`config.mk`:
```
export PLATFORM = sky130hd
export DESIGN_NAME = delay_line_ctrl_flat
export DESIGN_NICKNAME = d
export VERILOG_FILES = /design/src/rtl/delay_line_ctrl_if.sv /design/src/rtl/delay_line_ctrl.sv /design/src/flat_wrapper.sv
export SDC_FILE = /design/constraint.sdc
export NUM_CORES = 1
export LEC_CHECK = 0
export ABC_AREA = 0
export CORE_MARGIN = 2
export CORE_UTILIZATION = 30
export DETAILED_ROUTE_END_ITERATION = 7
export GPL_TIMING_DRIVEN = 0
export PLACE_DENSITY = 0.49
export SKIP_LAST_GASP = 1
export SLEW_MARGIN = 20
export SYNTH_ARGS = -nofsm -noshare
export SYNTH_HDL_FRONTEND = slang
export SYNTH_SLANG_ARGS = --single-unit
```
`constraint.sdc`:
```
create_clock -name clk -period 6.8 [get_ports clk]
set_input_delay 1.36 -clock clk [delete_from_list [all_inputs] [get_ports clk]]
set_output_delay 1.36 -clock clk [all_outputs]
set_load 0.005 [all_outputs]
```
`src/rtl/delay_line_ctrl_if.sv`:
```
// ---------------------------------------------------------------------------
// delay_line_ctrl_if
//   Bundles the sample stream and the delay-configuration handshake of the
//   programmable delay line.
//
//   master : producer/consumer/software side (drives samples and config)
//   slave  : the delay line itself
//
//   data_i / data_vld_i   input sample and its valid (taken when in_ready=1)
//   in_ready              line accepts input samples
//   data_o / data_vld_o   delayed sample and its valid
//   cfg_valid / cfg_dly   delay change request / requested delay
//   cfg_ready             config can be accepted
//   cfg_err               one-cycle pulse for a rejected config
//   cur_dly               delay currently in effect
//   busy                  drain in progress
// ---------------------------------------------------------------------------
interface delay_line_ctrl_if #(
  parameter int WIDTH   = 8,
  parameter int MAX_DLY = 16
);
  localparam int CW = $clog2(MAX_DLY + 1);

  logic [WIDTH-1:0] data_i;
  logic             data_vld_i;
  logic             in_ready;
  logic [WIDTH-1:0] data_o;
  logic             data_vld_o;
  logic             cfg_valid;
  logic [CW-1:0]    cfg_dly;
  logic             cfg_ready;
  logic             cfg_err;
  logic [CW-1:0]    cur_dly;
  logic             busy;

  modport master (
    output data_i, data_vld_i, cfg_valid, cfg_dly,
    input  in_ready, data_o, data_vld_o, cfg_ready, cfg_err, cur_dly, busy
  );

  modport slave (
    input  data_i, data_vld_i, cfg_valid, cfg_dly,
    output in_ready, data_o, data_vld_o, cfg_ready, cfg_err, cur_dly, busy
  );
endinterface

```
`src/rtl/delay_line_ctrl.sv`:
```
// ---------------------------------------------------------------------------
// delay_line_ctrl
//   Runtime-programmable delay line. A shift register of MAX_DLY stages is
//   tapped at stage cur_dly-1, giving a latency of exactly cur_dly cycles.
//   A delay change is accepted over a valid/ready handshake; the line is then
//   drained at the old delay (bubbles shifted in, input stalled) before the
//   new delay takes effect, so no in-flight sample is lost or repeated.
//
//   Ports
//     clk     system clock, rising edge
//     rst_n   asynchronous active-low reset
//     bus     delay_line_ctrl_if.slave: sample stream, config handshake,
//             cfg_err, cur_dly, busy
// ---------------------------------------------------------------------------
module delay_line_ctrl #(
  parameter int WIDTH   = 8,
  parameter int MAX_DLY = 16,
  parameter int DEF_DLY = 3
) (
  input logic             clk,
  input logic             rst_n,
  delay_line_ctrl_if.slave bus
);

  localparam int CW = $clog2(MAX_DLY + 1);
  localparam int AW = (MAX_DLY > 1) ? $clog2(MAX_DLY) : 1;

  typedef enum logic {RUN, DRAIN} state_t;

  state_t           state_q, state_d;
  logic [CW-1:0]    cur_dly_q, cur_dly_d;
  logic [CW-1:0]    pend_dly_q, pend_dly_d;
  logic [CW-1:0]    drain_cnt_q, drain_cnt_d;
  logic             cfg_err_q, cfg_err_d;
  logic             busy_q;
  logic             flush;
  logic             cfg_legal;
  logic             run;

  logic [MAX_DLY-1:0] stage_vld_q;
  logic [WIDTH-1:0]   stage_data_q [MAX_DLY];
  logic [AW-1:0]      tap;

  assign run       = (state_q == RUN);
  assign cfg_legal = (bus.cfg_dly != '0) && (bus.cfg_dly <= CW'(MAX_DLY));

  // -------------------------------------------------------------------------
  // Controller: next state and register updates
  // -------------------------------------------------------------------------
  always_comb begin
    // NOTE: every signal assigned here gets a default first so no path can
    // leave it unassigned and infer a latch.
    state_d     = state_q;
    cur_dly_d   = cur_dly_q;
    pend_dly_d  = pend_dly_q;
    drain_cnt_d = drain_cnt_q;
    cfg_err_d   = 1'b0;
    flush       = 1'b0;

    unique case (state_q)
      RUN: begin
        if (bus.cfg_valid) begin
          if (cfg_legal) begin
            pend_dly_d  = bus.cfg_dly;
            drain_cnt_d = cur_dly_q;
            state_d     = DRAIN;
          end else begin
            // Handshake completes; request is dropped and flagged.
            cfg_err_d = 1'b1;
          end
        end
      end
      DRAIN: begin
        if (drain_cnt_q == CW'(1)) begin
          cur_dly_d = pend_dly_q;
          state_d   = RUN;
          // The last in-flight sample is on the tap this cycle. Clearing the
          // whole line at the switch keeps a longer new delay from exposing
          // samples that already left through the old tap.
          flush     = 1'b1;
        end else begin
          drain_cnt_d = drain_cnt_q - CW'(1);
        end
      end
      default: state_d = RUN;
    endcase
  end

  // NOTE: sequential state uses non-blocking assignments so every register
  // samples pre-edge values regardless of statement order.
  always_ff @(posedge clk or negedge rst_n) begin
    if (!rst_n) begin
      state_q     <= RUN;
      cur_dly_q   <= CW'(DEF_DLY);
      pend_dly_q  <= CW'(DEF_DLY);
      drain_cnt_q <= '0;
      cfg_err_q   <= 1'b0;
      busy_q      <= 1'b0;
    end else begin
      state_q     <= state_d;
      cur_dly_q   <= cur_dly_d;
      pend_dly_q  <= pend_dly_d;
      drain_cnt_q <= drain_cnt_d;
      cfg_err_q   <= cfg_err_d;
      busy_q      <= (state_d == DRAIN);
    end
  end

  // -------------------------------------------------------------------------
  // Datapath: shift register, bubbles enter whenever input is stalled
  // -------------------------------------------------------------------------
  // NOTE: the stage array is reset (unlike a plain RAM) because downstream
  // relies on the line holding only bubbles after reset or a flush.
  always_ff @(posedge clk or negedge rst_n) begin
    if (!rst_n) begin
      stage_vld_q <= '0;
      for (int k = 0; k < MAX_DLY; k++) stage_data_q[k] <= '0;
    end else if (flush) begin
      stage_vld_q <= '0;
      for (int k = 0; k < MAX_DLY; k++) stage_data_q[k] <= '0;
    end else begin
      stage_vld_q[0]  <= bus.data_vld_i & run;
      stage_data_q[0] <= run ? bus.data_i : '0;
      for (int k = 1; k < MAX_DLY; k++) begin
        stage_vld_q[k]  <= stage_vld_q[k-1];
        stage_data_q[k] <= stage_data_q[k-1];
      end
    end
  end

  assign tap = AW'(cur_dly_q - CW'(1));

  assign bus.data_o     = stage_data_q[tap];
  assign bus.data_vld_o = stage_vld_q[tap];
  assign bus.in_ready   = run;
  assign bus.cfg_ready  = run;
  assign bus.cfg_err    = cfg_err_q;
  assign bus.cur_dly    = cur_dly_q;
  assign bus.busy       = busy_q;

endmodule

```
`src/flat_wrapper.sv`:
```
// flat-port wrapper written by rule: the top's interface ports become plain ports
module delay_line_ctrl_flat 
#(
  parameter int WIDTH   = 8,
  parameter int MAX_DLY = 16,
  parameter int DEF_DLY = 3
)
  (clk, rst_n, bus_data_i, bus_data_vld_i, bus_cfg_valid, bus_cfg_dly, bus_in_ready, bus_data_o, bus_data_vld_o, bus_cfg_ready, bus_cfg_err, bus_cur_dly, bus_busy);
  delay_line_ctrl_if #(.WIDTH(WIDTH), .MAX_DLY(MAX_DLY)) bus_i ();
  input logic clk;
  input logic rst_n;
  input wire logic [$bits(bus_i.data_i)-1:0] bus_data_i;
  input wire logic [$bits(bus_i.data_vld_i)-1:0] bus_data_vld_i;
  input wire logic [$bits(bus_i.cfg_valid)-1:0] bus_cfg_valid;
  input wire logic [$bits(bus_i.cfg_dly)-1:0] bus_cfg_dly;
  output wire logic [$bits(bus_i.in_ready)-1:0] bus_in_ready;
  output wire logic [$bits(bus_i.data_o)-1:0] bus_data_o;
  output wire logic [$bits(bus_i.data_vld_o)-1:0] bus_data_vld_o;
  output wire logic [$bits(bus_i.cfg_ready)-1:0] bus_cfg_ready;
  output wire logic [$bits(bus_i.cfg_err)-1:0] bus_cfg_err;
  output wire logic [$bits(bus_i.cur_dly)-1:0] bus_cur_dly;
  output wire logic [$bits(bus_i.busy)-1:0] bus_busy;
  assign bus_i.data_i = bus_data_i;
  assign bus_i.data_vld_i = bus_data_vld_i;
  assign bus_i.cfg_valid = bus_cfg_valid;
  assign bus_i.cfg_dly = bus_cfg_dly;
  assign bus_in_ready = bus_i.in_ready;
  assign bus_data_o = bus_i.data_o;
  assign bus_data_vld_o = bus_i.data_vld_o;
  assign bus_cfg_ready = bus_i.cfg_ready;
  assign bus_cfg_err = bus_i.cfg_err;
  assign bus_cur_dly = bus_i.cur_dly;
  assign bus_busy = bus_i.busy;
  delay_line_ctrl #(.WIDTH(WIDTH), .MAX_DLY(MAX_DLY), .DEF_DLY(DEF_DLY)) u_core (.clk(clk), .rst_n(rst_n), .bus(bus_i));
endmodule
```
After elaboration in Yosys (flattened, before gate mapping)
Cells that the tools add are included.

word-level totals
  flip-flop bits (word level) = 161
  latch bits = 0
  RAM bits = 0
  bits in read-only memories = 0
  output and inout bits = 18
  memories kept = 0

cells by class
  add/sub/neg operators = 2
  $mul = 0
  div/mod/pow operators = 0
  magnitude comparators = 3
  equal/unequal tests = 4
  shift operators = 0
  mux-type cells = 21
  bitwise operators = 3
  reductions and logical operators = 5

operators by type and width
  kind                                                                     count
  128-bit two-way mux                                                      1
  8-bit binary-select mux with 4-bit select                                1
  8-bit two-way mux                                                        3
  16-bit two-way mux                                                       1
  5-bit two-way mux                                                        3
  5-bit case mux with 2 select lines                                       1
  1-bit two-way mux                                                        9
  3-bit AND reduction                                                      2
  5-bit by 1-bit == test with 1-bit output, second input constant          1
  5-bit >= comparator, second input constant                               1
  5-bit <= comparator, second input constant                               1
  4-bit by 5-bit < comparator with 1-bit output, second input constant     1
  4-bit NOT with 5-bit output                                              1
  5-bit nonzero test                                                       1
  5-bit by 1-bit subtractor with 5-bit output, second input constant       1
  1-bit binary-select mux with 4-bit select                                1
  2-bit inequality test, second input constant                             2
  4-bit by 1-bit subtractor with 4-bit output, second input constant       1
  2-bit by 1-bit inequality test with 1-bit output, second input constant  1
  1-bit case mux with 2 select lines                                       1
  2-bit AND reduction                                                      1
  1-bit AND                                                                1
  1-bit logical AND                                                        1
  1-bit NOT                                                                1

Longest topological paths before layout
Gate-level depths: netlist of the first run.

  word-level depth = 5
  depth in mapped cells = 10
  gate-level depth less buffers = 6

Worst setup path after synthesis of the first run
Ideal clock, no wire load.

  kind = flip-flop to output port
  start = reg u_core.cur_dly_q[0] (netlist: u_core.bus.cur_dly[0])
  end = out bus_data_vld_o
  data arrival time = 2.366 ns
  data required time = 5.440 ns
  slack = 3.074 ns
  cell stages (with the launch flop) = 10
  cells stage by stage = dfstp_2 -> buf_2 -> buf_4 -> inv_1 -> ha_1 -> xnor2_1 -> buf_2 -> mux2i_1 -> a221oi_1 -> a32o_1

between the ends
  longest elaborated chain between the ends = 3

ends and longest elaborated chain
  element                                      RTL line                RTL
  from (decl)                                  delay_line_ctrl.sv:31   logic [CW-1:0] cur_dly_q, cur_dly_d;
  from (signal assigned)                       delay_line_ctrl.sv:94   cur_dly_q <= CW'(DEF_DLY);
  from (signal assigned)                       delay_line_ctrl.sv:101  cur_dly_q <= cur_dly_d;
  4-bit by 1-bit subtractor with 4-bit output  delay_line_ctrl.sv:131  assign tap = AW'(cur_dly_q - CW'(1));
  1-bit binary-select mux with 4-bit select    delay_line_ctrl.sv:134  assign bus.data_vld_o = stage_vld_q[tap];
  1-bit two-way mux (not written as such)      delay_line_ctrl.sv:134
  to (decl)                                    flat_wrapper.sv:18      output wire logic [$bits(bus_i.data_vld_o)-1:0] bus_data_vld_o;

No other way between the ends. The select of a mux whose other input is x is not followed.

Final worst setup path of the first run
  start = reg u_core.cur_dly_q[0] (netlist: u_core.bus.cur_dly[0])
  end = out bus_data_o[3]

between the ends
  longest elaborated chain between the ends = 5

ends and longest elaborated chain
  element                                               RTL line                RTL
  4-bit by 1-bit subtractor with 4-bit output           delay_line_ctrl.sv:131
  4-bit NOT with 5-bit output (not written as such)     delay_line_ctrl.sv:133  assign bus.data_o = stage_data_q[tap];
  8-bit binary-select mux with 4-bit select             delay_line_ctrl.sv:133
  8-bit two-way mux (not written as such) (2 in a row)  delay_line_ctrl.sv:133
  to (decl)                                             flat_wrapper.sv:17      output wire logic [$bits(bus_i.data_o)-1:0] bus_data_o;

No other way between the ends. The select of a mux whose other input is x is not followed.

==> results.rst, run 1 <==
.. list-table::
   :header-rows: 1

   * - Metric
     - Value
   * - Outcome
     - completed
   * - Final setup violation count
     - 0
   * - Antenna-violating nets left
     - 0
   * - Number of enable-type register cells in the synthesized netlist
     - 0
   * - Clock slew seen by the registers of the worst setup and hold paths
     - 0.06 ns
   * - Die footprint
     - 23200 um^2
   * - First-pass GRT wire length
     - 23800 um
   * - Data required time of the critical path
     - 5.44 ns
   * - Final weighted congestion in routability-driven placement
     - 0.758
   * - Met3 layer usage reported by global route
     - 0.0324
   * - Max-Cap Viols
     - 0
   * - Arrival @ worst endpoint
     - 4.03 ns
   * - Final routed wirelength across all metal layers
     - 14300 um
   * - Number of library cell types mapped by synthesis
     - 33
   * - Worst supply voltage drop on vdd
     - 0.000180 V
   * - Initial antenna violation count
     - 0
   * - Core area
     - ~22000 um^2
   * - Quantity of I/O buffers inserted on ports
     - 34
   * - Setup tns final
     - 0 ns
   * - Number of global-route vias before repair
     - 4207
   * - Sum of overflow across all layers after global routing
     - 0
   * - GRT Max-Usage Layer
     - met2
   * - Detailed router's first-iteration violation count
     - ~250
   * - Hold Violations, Final
     - 0
   * - RSZ-0062 raised after global routing
     - no
   * - Number of nets in the layout
     - roughly 610
   * - Initial DRT Pass Iterations
     - 4
   * - Share of the yosys chip area belonging to registers
     - 0.612
   * - Area leader, netlist
     - sky130_fd_sc_hd__dfrtp_1
   * - Maximum number of pins on one net before global-route repair
     - 97
   * - Post-synthesis instance area
     - 6590 um^2
   * - Routed WL per cell
     - 16.3 um
   * - Endpoint type of the worst setup path
     - primary output
   * - Global routing usage summed across all routing layers
     - 0.133
   * - Met2 Usage GRT
     - 0.208
   * - Min-delay worst type
     - flop to flop
   * - Chip height
     - about 150 um
   * - Static power due to leakage
     - 3.79 nW
   * - Die outline width
     - 152 um
   * - Predominant post-synthesis flop cell
     - sky130_fd_sc_hd__dfrtp_1
   * - CTS tree
     - done
   * - DRC violations left
     - 0
   * - Parity-gate share of the synthesized area counting xor and xnor cells
     - 0.00646
   * - Number of hold buffers added after cts
     - 0
   * - Biggest area contributors in the synthesized netlist
     - sky130_fd_sc_hd__dfrtp_1, sky130_fd_sc_hd__nor2b_1, sky130_fd_sc_hd__mux4_2
   * - Mux cell area share after synthesis
     - 0.104
   * - Num ports
     - 35
   * - Mean instance size in the synthesized netlist
     - 12.4 um^2
   * - Critical path peak fanout
     - 10
   * - Tot Pwr
     - around 3.8 mW
   * - Inserted Clock Buffers
     - 17
   * - Synthesized-area fraction occupied by ao, oa, aoi and oai cells
     - 0.0408
   * - Post-CTS setup buffer count
     - 0
   * - Tightest Pin Transition
     - slightly above 0.9 ns
   * - Placed wire-length estimate after detailed placement
     - 9880 um
   * - Source-to-sink clock delay at the later pin of the worst-skew pair
     - 0.42 ns
   * - Share of cells above drive strength 1
     - 0.132
   * - Post-synthesis adder-cell area fraction
     - 0.00570
   * - Fraction of post-synthesis cell area in the top cell type by area
     - 0.596
   * - Ant diodes
     - 0
   * - Yosys reg bits
     - 161
   * - Number of sinks on the clock net
     - 161
   * - Peak Freq
     - 186 MHz
   * - Fraction of the cycle the final worst path needs
     - 0.792
   * - Cells resized by post-CTS repair
     - 0
   * - Share of flip-flops with an asynchronous set or reset
     - 1.00
   * - Post-Synth Simple-Gate Area
     - 0.203
   * - H-tree depth
     - 4
   * - Synthesized Nets
     - 552
   * - Ratio of routed vias to standard cells
     - about 4.6
   * - Site row count
     - 54
   * - Rel. slew slack
     - 0.394
   * - Maximum buffer depth of the clock tree
     - 2
   * - Area growth syn-to-layout
     - 20.3%
   * - Shortest clock period the worst path allows after layout
     - 5.39 ns
   * - Post-route clock skew
     - 0.00852 ns
   * - Via count
     - 4000
   * - Clock root buffer
     - sky130_fd_sc_hd__clkbuf_16
   * - Pwr Density
     - 479 nW/um^2
   * - Met1 track demand over resource in global routing
     - 0.182
   * - Dominant combinational cell family by area after synthesis
     - simple AND/OR/NAND/NOR gates
   * - Starting density of the core
     - 0.304
   * - Number of standard cells after synthesis
     - around 530
   * - Dominant cell by count in the synthesized netlist
     - sky130_fd_sc_hd__dfrtp_1
   * - Most frequent cells after synthesis
     - sky130_fd_sc_hd__dfrtp_1, sky130_fd_sc_hd__nor2b_1, sky130_fd_sc_hd__nand2_1
   * - Synthesis Warnings
     - 0
   * - Setup crit start kind
     - flop
   * - Category of the critical setup timing path
     - flop to primary output
   * - Final Slew Violations
     - 0
## logic make-up after synthesis
family / after synthesis
adder cells (fa/ha/maj): 3
multiplexers: 45
AO/OA/AOI/OAI: 33
XOR/XNOR: 4
buffers and inverters: 40
AND/OR/NAND/NOR: 246
flip-flops: 161
## worst max-delay path, stage by stage (launching register included)
cell and delay, ns:
sky130_fd_sc_hd__dfstp_2 0.53, sky130_fd_sc_hd__buf_2 0.21, sky130_fd_sc_hd__buf_4 0.25, sky130_fd_sc_hd__inv_1 0.15
sky130_fd_sc_hd__ha_1 0.38, sky130_fd_sc_hd__clkbuf_1 0.55, sky130_fd_sc_hd__nor2_1 0.37, sky130_fd_sc_hd__a221oi_1 0.37
sky130_fd_sc_hd__a32o_1 0.26, sky130_fd_sc_hd__clkdlybuf4s50_1 0.52
## cell usage in the layout (no fill, tap or decap), types with 3 or more instances in the layout
master                            netlist  routed
sky130_fd_sc_hd__nand2_1               68      68
sky130_fd_sc_hd__mux4_2                18      18
sky130_fd_sc_hd__clkbuf_1              20      20
sky130_fd_sc_hd__inv_1                  6       6
sky130_fd_sc_hd__clkbuf_16              0      17
sky130_fd_sc_hd__nand3_1               21      21
sky130_fd_sc_hd__buf_4                  4       4
sky130_fd_sc_hd__clkinv_2               0       3
sky130_fd_sc_hd__mux2i_1               19      19
sky130_fd_sc_hd__bufinv_16              0       3
sky130_fd_sc_hd__a211oi_1               3       3
sky130_fd_sc_hd__a32o_1                 9       9
sky130_fd_sc_hd__nor2b_1              145     145
sky130_fd_sc_hd__ha_1                   3       3
sky130_fd_sc_hd__nor2_1                 4       4
sky130_fd_sc_hd__a221oi_1               9       9
sky130_fd_sc_hd__mux2_2                 8       8
sky130_fd_sc_hd__clkdlybuf4s50_1        0      33
sky130_fd_sc_hd__clkinvlp_4             0       5
sky130_fd_sc_hd__a2bb2oi_1              3       3
sky130_fd_sc_hd__o21ai_0                6       6
sky130_fd_sc_hd__dfrtp_1              157     157
sky130_fd_sc_hd__buf_2                  8       8
sky130_fd_sc_hd__dfstp_2                4       4
## through the flow
step / setup slack (ns) / instances / instance area, um^2 / util / hold slack (ns)
after CTS: 1.37 / 879 / 7930 / 0.365 / 0.485
after global routing: 1.15 / 879 / 7930 / 0.365 / 0.502
final: 1.41 / 879 / 7930 / 0.365 / 0.478
after detailed placement: 1.83 / 847 / 7310 / 0.337 / 0.474
after global placement: -2.18 / 846 / 7280 / 0.336 / 0.463
after floorplan: 3.07 / 532 / 6590 / - / 0.458
## worst paths after layout
path                       slack, ns                       to  cells past startpoint                     from
min                             0.48  u_core.stage_data_q[40]                      1  u_core.stage_data_q[48]
max in group asynchronous       5.05  u_core.stage_data_q[56]                      2                    rst_n
max                             1.41            bus_data_o[3]                      9    u_core.bus.cur_dly[0]
min in group asynchronous       0.88   u_core.stage_data_q[7]                      1                    rst_n
max reg2reg                     4.27  u_core.stage_data_q[81]                      7    u_core.drain_cnt_q[1]
min reg2reg                     0.48  u_core.stage_data_q[40]                      1  u_core.stage_data_q[48]
## report_power, final
part	switching, mW	internal, mW	total, mW
clock	0.389	0.597	0.985
combinational	0.764	0.675	1.44
sequential	0.148	1.23	1.37
## sequential cells by signal (all words and copies together) (netlist names)
name	flops
u_core.bus.cfg_err	1
u_core.bus.cur_dly	5
u_core.drain_cnt_q	5
u_core.pend_dly_q	5
u_core.stage_data_q	128
u_core.stage_vld_q	16
u_core.state_q	1
## cell type report
class	count	area, um^2
Inverter	6	22.5
Clock inverter	13	160
Tap cell	280	350
Multi-Input combinational cell	331	2370
Timing Repair Buffer	35	373
Clock buffer	19	453
Sequential cell	161	4030
Buffer	34	164
Fill cell	2077	13800
## per-layer routing
metal,share of wire,up-vias,wire [um]
met5,0,-,0
met4,0.012,0,169
met3,0.027,11,388
met2,0.48,56,6820
met1,0.49,2039,6970
li1,-,1894,-
Power figures use the tool's default switching activity.
==> run 2, diff against run 1 <==
Settings changed: PLACE_DENSITY 0.49 to 0.5.
Clock period 6.8 ns to 4.9 ns, I/O delays scaled along.
==> run 2 against run 1 <==
  * Clock power rose by 43%
  * Combinational power rose by 42%
  * Via count barely moved
  * Utilization rose by 0.27 points
  * First-iteration DRC count rose by 5.9%
==> results.rst, run 2 (synthesis gave the netlist of run 1 again) <==
.. list-table::
   :header-rows: 1

   * - Metric
     - Value
   * - FILL cells
     - 2071
   * - Hold Violations, Final
     - 0
   * - Area growth syn-to-layout
     - 21.2%
   * - Register area
     - 4030 um^2
   * - Most frequent cells in the layout
     - sky130_fd_sc_hd__dfrtp_1, sky130_fd_sc_hd__nor2b_1, sky130_fd_sc_hd__nand2_1
   * - Placed Instances
     - 847
   * - Final weighted congestion in routability-driven placement
     - 0.791
   * - Setup crit start kind
     - flop
   * - Maximum number of pins on one net before global-route repair
     - between 80 and 90
   * - Capture endpoint of the worst hold path
     - u_core.stage_data_q[32]
   * - Maximum buffer depth of the clock tree
     - 2
   * - Capture instance of the worst register-to-register path
     - u_core.stage_data_q[74]
   * - Met3 layer usage reported by global route
     - 0.0321
   * - Chip height
     - 152 um
   * - Post-CTS setup buffer count
     - 0
   * - Data required time of the critical path
     - 3.92 ns
   * - Tot Pwr
     - 5.37 mW
   * - GRT Max-Usage Layer
     - met2
   * - R2r setup slk
     - 2.37 ns
   * - Ratio of routed vias to standard cells
     - 4.55
   * - Critical path peak fanout
     - 10
   * - Clock root buffer
     - sky130_fd_sc_hd__clkbuf_16
   * - Reported net switching power
     - 1.81 mW
   * - Global routing usage summed across all routing layers
     - 0.132
   * - Die outline width
     - 152 um
   * - Tightest Pin Transition
     - approximately 0.86 ns
   * - Post-route clock skew
     - between 0.01 and 0.015 ns
   * - Pwr Density
     - between 600 and 700 nW/um^2
   * - Length in cells of the worst reg-to-reg path
     - 7
   * - Max-Cap Viols
     - 0
   * - Number of nets in the layout
     - 606
   * - Arrival @ worst endpoint
     - approximately 3.7 ns
   * - Share of cells above drive strength 1
     - 0.137
   * - Final routed wirelength across all metal layers
     - 14400 um
   * - Met2 Usage GRT
     - 0.204
   * - Leading cell type in the layout, fill and taps excluded
     - sky130_fd_sc_hd__dfrtp_1
   * - Final setup violation count
     - 0
   * - Static power due to leakage
     - 3.82 nW
   * - Starting density of the core
     - 0.304
   * - Sum of overflow across all layers after global routing
     - 0
   * - Source-to-sink clock delay at the later pin of the worst-skew pair
     - approximately 0.43 ns
   * - DRC violations left
     - 0
   * - Combinational power share
     - 0.380
   * - Number of sinks on the clock net
     - 161
   * - Clk network pwr share
     - 0.263
   * - Sequential share of power
     - 0.357
   * - Inserted Clock Buffers
     - 17
   * - Placed wire-length estimate after detailed placement
     - between 9000 and 10000 um
   * - Worst reg2reg startpoint
     - u_core.drain_cnt_q[1]
   * - Switching power share of the total
     - 0.338
   * - Final cell utilization of the core
     - 0.368
   * - Register name with the most flops
     - u_core.stage_data_q
   * - Rel. slew slack
     - 0.424
   * - H-tree depth
     - 4
   * - Shortest clock period the worst path allows after layout
     - about 4.7 ns
   * - Final Slew Violations
     - 0
   * - Category of the critical setup timing path
     - flop to primary output
   * - First-pass GRT wire length
     - 23600 um
   * - Die footprint
     - 23200 um^2
   * - Quantity of I/O buffers inserted on ports
     - 34
   * - Via count
     - 3998
   * - CTS tree
     - done
   * - Num ports
     - 35
   * - Detailed router's first-iteration violation count
     - 269
   * - Min-delay worst type
     - flop to flop
   * - Antenna-violating nets left
     - 0
   * - Internal power of the cells
     - 3.56 mW
   * - Area of the multi-input gates
     - approximately 2400 um^2
   * - Site row count
     - between 50 and 60
   * - Count of placed standard cells in the final layout, fillers left out
     - around 900
   * - Worst supply voltage drop on vdd
     - 0.000278 V
   * - Hold Crit Depth
     - 1
   * - Number of global-route vias before repair
     - 4153
   * - Number of flip-flops in the largest register
     - 128
   * - Core area
     - approximately 22000 um^2
   * - Met1 track demand over resource in global routing
     - 0.181
   * - Fraction of the cycle the final worst path needs
     - 0.952
   * - Endpoint type of the worst setup path
     - primary output
   * - Clock slew seen by the registers of the worst setup and hold paths
     - ~0.06 ns
   * - Peak Freq
     - between 200 and 250 MHz
   * - Initial DRT Pass Iterations
     - 4
   * - Ant diodes
     - 0
   * - Routed WL per cell
     - 16.3 um
   * - Outcome
     - completed
   * - Initial antenna violation count
     - 0
   * - Hold Crit Start
     - u_core.stage_data_q[40]
   * - Registers with the highest flip-flop counts
     - u_core.stage_data_q x128, u_core.stage_vld_q x16
==> run 2: changes by cell type in the layout (fill, tap and decap cells not counted), sizes merged <==
cell      previous run  this run
clkbuf              39        43
clkinvlp             5         3
buf                 16        15
bufinv               3         4
clkinv               4         3
inv                  7         6
==> run 2: metal layers <==
| metal | wire length, um | vias to the layer above |
|---|---|---|
| met2 | 6860 | 66 |
| met3 | 486 | 16 |
| li1 | - | 1889 |
| met1 | 6790 | 2027 |
| met5 | 0 | - |
| met4 | 219 | 0 |
==> run 2: worst max-delay path by stage <==
stage / from / end / slack [ns] / cells after the start
6_report: u_core.bus.cur_dly[0] / bus_data_o[3] / 0.24 / 11
5_1_grt: u_core.bus.cur_dly[0] / bus_data_o[1] / -0.004 / 9
2_1_floorplan: u_core.bus.cur_dly[0] / bus_data_vld_o / 1.55 / 9
4_1_cts: u_core.bus.cur_dly[0] / bus_data_o[7] / 0.1 / 11
3_3_place_gp: rst_n / u_core.stage_data_q[92] / -3.63 / 1
3_5_place_dp: u_core.bus.cur_dly[0] / bus_data_o[1] / 0.29 / 9
==> run 2: layout make-up <==
cell class                 count  share of cell area
timing repair buffer          35              0.0467
buffer                        34              0.0212
tap                          280              0.0439
inverter                       6             0.00282
clock inverter                10              0.0197
clock buffer                  22              0.0594
multi-input combinational    331               0.301
sequential                   161               0.505
==> run 2: power groups by stage <==
stage	sequential [mW]	combinational, mW	clock (mW)
after floorplan	1.85	1.31	0
after global placement	1.92	2.01	0
after detailed placement	1.93	2.04	0
after CTS	1.91	2.06	1.45
after global routing	1.97	2.24	1.50
final	1.92	2.04	1.41
==> run 2: repair_timing <==
action,in CTS,in global routing
setup endpoints to repair,9,5
gates resized for setup,4,5
hold buffers,0,0
==> run 2: critical path, cell delays in order (launching register included) <==
cell	delay, ns
sky130_fd_sc_hd__dfstp_2	0.54
sky130_fd_sc_hd__buf_2	0.21
sky130_fd_sc_hd__buf_4	0.25
sky130_fd_sc_hd__inv_1	0.15
sky130_fd_sc_hd__ha_1	0.35
sky130_fd_sc_hd__xor2_4	0.30
sky130_fd_sc_hd__buf_4	0.25
sky130_fd_sc_hd__buf_2	0.27
sky130_fd_sc_hd__nand2_1	0.09
sky130_fd_sc_hd__nand2_1	0.12
sky130_fd_sc_hd__a32o_1	0.19
sky130_fd_sc_hd__clkdlybuf4s50_1	0.53
==> run 2: stage by stage <==
stage | hold WS [ns] | setup TNS, ns | setup WS [ns] | instance area [um^2]
after CTS | 0.489 | 0 | 0.0982 | 7960
final | 0.485 | 0 | 0.236 | 7990
after global routing | 0.511 | -0.00440 | -0.00440 | 7990
after detailed placement | 0.476 | 0 | 0.291 | 7310
after global placement | 0.463 | -575.13 | -3.63 | 7280
after floorplan | 0.458 | 0 | 1.55 | 6590
==> run 3, diff against run 2 <==
Settings changed: ABC_CLOCK_PERIOD_IN_PS set to 4900.
==> results of run 3 <==
No change in the layout: final DEF, timing and power equal those of run 2.
